## src/rtl/aclk_pkg.sv

```systemverilog
// -----------------------------------------------------------------------------
// aclk_pkg
// Shared definitions for the alarm/clock keypad entry path.
//   DIGIT_W_DEFAULT : default digit width (BCD)
//   BCD_MAX, HR_MS_MAX, HR_LS_MAX_AT_20, MIN_MS_MAX : 24-hour HH:MM digit limits
//   event_t / pick_event : one-event-per-cycle priority encoding
//                          (clear > backspace > load_req > key_valid)
// -----------------------------------------------------------------------------
package aclk_pkg;

    localparam int DIGIT_W_DEFAULT = 4;

    localparam int BCD_MAX         = 9;
    localparam int HR_MS_MAX       = 2;
    localparam int HR_LS_MAX_AT_20 = 3;
    localparam int MIN_MS_MAX      = 5;

    typedef enum logic [2:0] {
        EV_NONE  = 3'd0,
        EV_CLEAR = 3'd1,
        EV_BKSP  = 3'd2,
        EV_LOAD  = 3'd3,
        EV_KEY   = 3'd4
    } event_t;

    // Picks the single strobe that acts this cycle; the rest are dropped.
    function automatic event_t pick_event(input logic clr,
                                          input logic bksp,
                                          input logic load,
                                          input logic key_v);
        if (clr)   return EV_CLEAR;
        if (bksp)  return EV_BKSP;
        if (load)  return EV_LOAD;
        if (key_v) return EV_KEY;
        return EV_NONE;
    endfunction

endpackage

```

## src/rtl/aclk_idle_timer.sv

```systemverilog
// -----------------------------------------------------------------------------
// aclk_idle_timer
// Idle counter for a partially entered value.
//   clock, reset : clock and asynchronous active-high reset
//   restart      : zero the counter this edge (a user event or an auto-clear)
//   enable       : counting allowed (entry non-empty); held at zero otherwise
//   expire       : counter sits at TIMEOUT_CYC-1 while enabled, so the next
//                  edge should auto-clear the entry
// TIMEOUT_CYC = 0 removes the counter and expire is constant 0.
// -----------------------------------------------------------------------------
module aclk_idle_timer #(
    parameter int TIMEOUT_CYC = 0
) (
    input  logic clock,
    input  logic reset,
    input  logic restart,
    input  logic enable,
    output logic expire
);

    generate
        if (TIMEOUT_CYC > 0) begin : g_timer
            localparam int CW = (TIMEOUT_CYC > 1) ? $clog2(TIMEOUT_CYC) : 1;
            localparam logic [CW-1:0] LAST = CW'(TIMEOUT_CYC - 1);

            logic [CW-1:0] cnt_q;

            always_ff @(posedge clock or posedge reset) begin
                if (reset) begin
                    cnt_q <= '0;
                end else if (restart || !enable) begin
                    cnt_q <= '0;
                end else if (cnt_q != LAST) begin
                    cnt_q <= cnt_q + CW'(1);
                end
            end

            assign expire = enable && (cnt_q == LAST);
        end else begin : g_no_timer
            logic unused_inputs;
            assign unused_inputs = restart ^ enable ^ clock ^ reset;
            assign expire        = 1'b0;
        end
    endgenerate

endmodule

```

## src/rtl/aclk_keybuf.sv

```systemverilog
// -----------------------------------------------------------------------------
// aclk_keybuf
// Key-entry buffer between the keypad FSM and the alarm/time registers.
// Holds the last N_DIGITS accepted digits (slot 0 = newest / ls_min).
//   clock, reset   : clock and asynchronous active-high reset
//   key_valid, key : keypress strobe and value (values > 9 are rejected)
//   backspace      : drop the newest digit
//   clear          : empty the buffer
//   load_req       : commit request; accepted only when full and time_ok
//   digits         : slot i at bits [i*DIGIT_W +: DIGIT_W]
//   count, full    : digits entered / count == N_DIGITS
//   time_ok        : digits form a legal 24-hour HH:MM (or constant 1)
//   load_pulse, load_err, reject, timeout_pulse : registered one-cycle pulses
// -----------------------------------------------------------------------------
module aclk_keybuf
    import aclk_pkg::*;
#(
    parameter int N_DIGITS    = 4,
    parameter int DIGIT_W     = DIGIT_W_DEFAULT,
    parameter int TIMEOUT_CYC = 0,
    parameter int CHECK_TIME  = 1
) (
    input  logic                            clock,
    input  logic                            reset,
    input  logic                            key_valid,
    input  logic [DIGIT_W-1:0]              key,
    input  logic                            backspace,
    input  logic                            clear,
    input  logic                            load_req,
    output logic [N_DIGITS*DIGIT_W-1:0]     digits,
    output logic [$clog2(N_DIGITS+1)-1:0]   count,
    output logic                            full,
    output logic                            time_ok,
    output logic                            load_pulse,
    output logic                            load_err,
    output logic                            reject,
    output logic                            timeout_pulse
);

    localparam int CNT_W = $clog2(N_DIGITS + 1);
    localparam logic [CNT_W-1:0] CNT_FULL = CNT_W'(N_DIGITS);

    logic [DIGIT_W-1:0] slot_q [N_DIGITS];
    logic [DIGIT_W-1:0] slot_d [N_DIGITS];
    logic [CNT_W-1:0]   count_q, count_d;
    logic               load_pulse_d, load_err_d, reject_d, timeout_d;
    logic               key_bad;
    logic               expire;
    event_t             ev;

    assign ev      = pick_event(clear, backspace, load_req, key_valid);
    assign key_bad = key > DIGIT_W'(BCD_MAX);
    assign full    = (count_q == CNT_FULL);
    assign count   = count_q;

    // Any acting event (even a refused load or rejected key) restarts the
    // idle count; an auto-clear restarts it too.
    aclk_idle_timer #(
        .TIMEOUT_CYC (TIMEOUT_CYC)
    ) u_idle_timer (
        .clock   (clock),
        .reset   (reset),
        .restart ((ev != EV_NONE) || expire),
        .enable  (count_q != '0),
        .expire  (expire)
    );

    always_comb begin
        // NOTE: every output of this block gets a default first so no path
        // leaves a value unassigned, which would otherwise infer a latch.
        slot_d       = slot_q;
        count_d      = count_q;
        load_pulse_d = 1'b0;
        load_err_d   = 1'b0;
        reject_d     = 1'b0;
        timeout_d    = 1'b0;
        case (ev)
            EV_CLEAR: begin
                for (int i = 0; i < N_DIGITS; i++) slot_d[i] = '0;
                count_d = '0;
            end
            EV_BKSP: begin
                if (count_q != '0) begin
                    for (int i = 0; i < N_DIGITS - 1; i++) slot_d[i] = slot_q[i+1];
                    slot_d[N_DIGITS-1] = '0;
                    count_d            = count_q - CNT_W'(1);
                end
            end
            EV_LOAD: begin
                // Digits are held so the consumer samples them with load_pulse.
                if (full && time_ok) begin
                    load_pulse_d = 1'b1;
                    count_d      = '0;
                end else begin
                    load_err_d = 1'b1;
                end
            end
            EV_KEY: begin
                if (key_bad) begin
                    reject_d = 1'b1;
                end else begin
                    for (int i = 1; i < N_DIGITS; i++) slot_d[i] = slot_q[i-1];
                    slot_d[0] = key;
                    if (!full) count_d = count_q + CNT_W'(1);
                end
            end
            default: begin
                // A user event in the same cycle always wins over the timeout.
                if (expire) begin
                    for (int i = 0; i < N_DIGITS; i++) slot_d[i] = '0;
                    count_d   = '0;
                    timeout_d = 1'b1;
                end
            end
        endcase
    end

    always_ff @(posedge clock or posedge reset) begin
        if (reset) begin
            // NOTE: the slot array is a handful of flops, not a RAM, and its
            // reset value is architecturally visible, so it is reset here.
            slot_q        <= '{default: '0};
            count_q       <= '0;
            load_pulse    <= 1'b0;
            load_err      <= 1'b0;
            reject        <= 1'b0;
            timeout_pulse <= 1'b0;
        end else begin
            // NOTE: non-blocking assignments so every flop samples the
            // pre-edge values regardless of statement order.
            slot_q        <= slot_d;
            count_q       <= count_d;
            load_pulse    <= load_pulse_d;
            load_err      <= load_err_d;
            reject        <= reject_d;
            timeout_pulse <= timeout_d;
        end
    end

    always_comb begin
        digits = '0;
        for (int i = 0; i < N_DIGITS; i++) digits[i*DIGIT_W +: DIGIT_W] = slot_q[i];
    end

    generate
        if (CHECK_TIME == 1 && N_DIGITS == 4) begin : g_time_check
            // slot 3 = ms_hr, 2 = ls_hr, 1 = ms_min, 0 = ls_min
            assign time_ok = (slot_q[3] <= DIGIT_W'(HR_MS_MAX))
                          && (slot_q[2] <= DIGIT_W'(BCD_MAX))
                          && ((slot_q[3] != DIGIT_W'(HR_MS_MAX))
                              || (slot_q[2] <= DIGIT_W'(HR_LS_MAX_AT_20)))
                          && (slot_q[1] <= DIGIT_W'(MIN_MS_MAX))
                          && (slot_q[0] <= DIGIT_W'(BCD_MAX));
        end else begin : g_no_time_check
            assign time_ok = 1'b1;
        end
    endgenerate

endmodule

```

## config.mk

```make
export PLATFORM = sky130hd
export DESIGN_NAME = aclk_keybuf
export DESIGN_NICKNAME = d
export VERILOG_FILES = /design/src/rtl/aclk_pkg.sv /design/src/rtl/aclk_idle_timer.sv /design/src/rtl/aclk_keybuf.sv
export SDC_FILE = /design/constraint.sdc
export NUM_CORES = 1
export LEC_CHECK = 0
export ABC_AREA = 1
export CAP_MARGIN = 25
export CORE_MARGIN = 3
export CORE_UTILIZATION = 47
export CTS_CLUSTER_DIAMETER = 50
export DETAILED_ROUTE_END_ITERATION = 16
export PLACE_DENSITY = 0.78
export SYNTH_ARGS = -nofsm -noshare
export SYNTH_HDL_FRONTEND = slang
export SYNTH_SLANG_ARGS = --single-unit
export TNS_END_PERCENT = 30
```

## constraint.sdc

```tcl
create_clock -name clock -period 1.9 [get_ports clock]
set_input_delay 0.19 -clock clock [delete_from_list [all_inputs] [get_ports clock]]
set_output_delay 0.19 -clock clock [all_outputs]
set_load 0.005 [all_outputs]
```

==> reports/qor.csv <==
metric;value;unit
outcome;completed;
Switching Fraction;0.316;
register area;551;um^2
P_leak;0.000749;uW
hold buffers post-CTS;0;
share of cells above drive strength 1;0.230;
final setup margin;0.146;ns
largest net degree at the start of global routing;25;
CP max-delay cell;clkdlybuf4s50_1;
pre-CTS setup slack;0.0296;ns
grt ovf;0;
proportion of power drawn by flip-flops and latches;0.511;
cell family with most CP delay;buffers and inverters;
final worst path period need;1.75;ns
WP data required;1.71;ns
Die Height;58.3;um
Root Buffer;clkbuf_4;
CTS Buf Count;3;
Fin Setup TNS;0;ns
CTS H-tree depth;1;
CTS tree;yes;
Seq cells post-synth;22;
crit path capture type;output pin;
Total Power;1010;uW
# rows;18;
Yosys top cell area share;0.428;
Ant. Diodes;0;
number of global-route vias before repair;1041;
dominant cells by area after synthesis;dfrtp_1 43%, nand2_1 9.6%, o21ai_2 8.2%;
leading cell type in the layout, fill and taps excluded;nand2_1;
CP startpoint kind;flip-flop;
post-synth cell types;25;
clock buffer depth;2;
Psw;319;uW
FF-to-FF Start;count[0];
initial antenna violation count;0;
Max-cap violations;0;
GRT Overall Usage;0.181;
Detail Route Antenna Nets;0;
RR Endpoint;count[2];
DR iter-0 viols;38;
syn_area_per_cell;8.09;um^2
R2R cell count;6;
Layout Skew;0.00117;ns
Inst Count DP;221;
routability cong.;0.895;
Routed met3 length;188;um
Seq/Total Area, Yosys;0.428;
Layout area overhead;30.6;%
IO Port Bufs;33;
DRT Pass-1 Iters;4;
DR top layer;met4;
Clock Latency Late Sink;0.31;ns
RSZ-0062 raised after global routing;false;
worst IR drop on VDD;665;uV
Vias/cell;5.03;
DR DRC count;0;
Fin. Hold Viols;0;
Multi-input gate area;571;um^2
Post-Syn Instances;159;
Starting Density;0.505;
hold crit path type;input port to async pin;
first-pass GRT wire length;4690;um
period utilisation layout;0.923;
mapped cell area;1290;um^2
Clock Sinks;22;
Final nets;209;
Clk pwr share;0.205;
CP bufs+invs;2;
metal2 WL;1240;um
worst-path maximum fanout;5;
Cell Count, Final, Fillers Out;226;
Worst Path Arrival;1.56;ns
Ports;35;
CP Cell Sequence;nor2_1 > nand2_1 > inv_2 > clkdlybuf4s50_1;
fillers;216;
Setup Viol. Count Final;0;
DRT met1 WL;1240;um
via count;1137;
final WL;2710;um
Hold Slack;0.215;ns
area leader, netlist;dfrtp_1;
cell-internal power;691;uW
Crit Path Class;flip-flop to output pin;
Worst R2R Setup Slack;0.42;ns
dpl hpwl;2100;um
Slew Limit Fails;0;
Worst-path clk slew;0.11;ns
Core Region;2540;um^2
Wirelength per Cell;12.0;um
Max Freq;0.570;GHz
most frequent cells in the layout;33 x nand2_1, 32 x clkdlybuf4s50_1, 25 x inv_1, 22 x dfrtp_1, 12 x o21ai_2;
die area;3400;um^2
Synthesized Nets;170;
Critical Path Max Stage Delay;0.49;ns
pwr dens;601;nW/um^2
Comb power frac;0.285;
Synthesis Warnings;0;
Die Width;58.3;um
==> routing by layer <==
layer | up-vias | track usage
met4 | 0 | 0.0762
met5 | - | 0
met3 | 5 | 0.0504
met2 | 37 | 0.262
li1 | 574 | -
met1 | 521 | 0.253
==> sequential cells by signal, indices dropped and copies added (netlist names) <==
register    cells
load_err        1
load_pulse      1
digits         16
reject          1
count           3
==> logic make-up (layout without fill, tap and decap cells) <==
kind of cell               after synthesis  after routing  synth area share
buffers and inverters                   36             73             0.132
DFF                                     22             22             0.428
other                                    1              1           0.00292
AOI/OAI and AO/OA                       31             31             0.164
xor gates and xnor gates                 1              1           0.00681
and+or+nand+nor                         67             67             0.250
adders and majority gates                1              1            0.0156
==> cell usage after synthesis <==
library cell  instances
inv_1                25
clkbuf_1              1
nand2_2              10
buf_4                 1
nand3_4               1
o21ai_2              12
o22ai_1               7
nand4_1               1
dfrtp_1              22
inv_2                 4
xor2_1                1
buf_8                 1
nor2_4                1
nor2_1                8
fa_1                  1
nor3_1                1
o21ai_0               7
inv_4                 2
o21ai_1               4
nor2_2                4
nand2_1              33
buf_6                 2
nand3_1               8
conb_1                1
o21a_1                1
==> timing repair <==
item	CTS	global route
resized for setup	0	4
setup endpoints to repair	0	1
setup buffers	0	2
==> area by class of cell <==
type / instances / area share
clock buffers: 3 / 0.0134
inverters: 31 / 0.0722
multi-input cells: 101 / 0.340
flip-flops and latches: 22 / 0.328
well taps: 30 / 0.0223
repair buffers: 39 / 0.225
==> tightest hold or removal path, cell delays in order <==
cell and delay (ns):
clkdlybuf4s50_1 0.40, inv_1 0.05, buf_4 0.28
==> power by group through the flow <==
| stage | Clock, uW | Combinational [uW] | Sequential, uW |
|---|---|---|---|
| after global placement | 0 | 282 | 523 |
| final | 207 | 288 | 516 |
| after floorplan | 0 | 191 | 524 |
| after detailed placement | 0 | 288 | 525 |
| after CTS | 218 | 289 | 516 |
| after global routing | 238 | 322 | 521 |
==> stage by stage <==
step	utilization	instance area, um^2
after floorplan	-	1290
after global placement	0.643	1640
after detailed placement	0.643	1640
after CTS	0.651	1660
after global routing	0.660	1680
final	0.660	1680
==> how the worst max path moves through the flow <==
stage | startpoint | to | slack [ns] | depth (start not counted)
floorplan | count[0] | count[2] | 0.51 | 6
global placement | clear | count[2] | 0.09 | 9
detailed placement | clear | count[2] | 0.03 | 9
CTS | digits[14] | time_ok | 0.03 | 6
global route | count[0] | full | 0.06 | 4
finish | count[0] | full | 0.15 | 4
(Power assumes the default switching activity.)
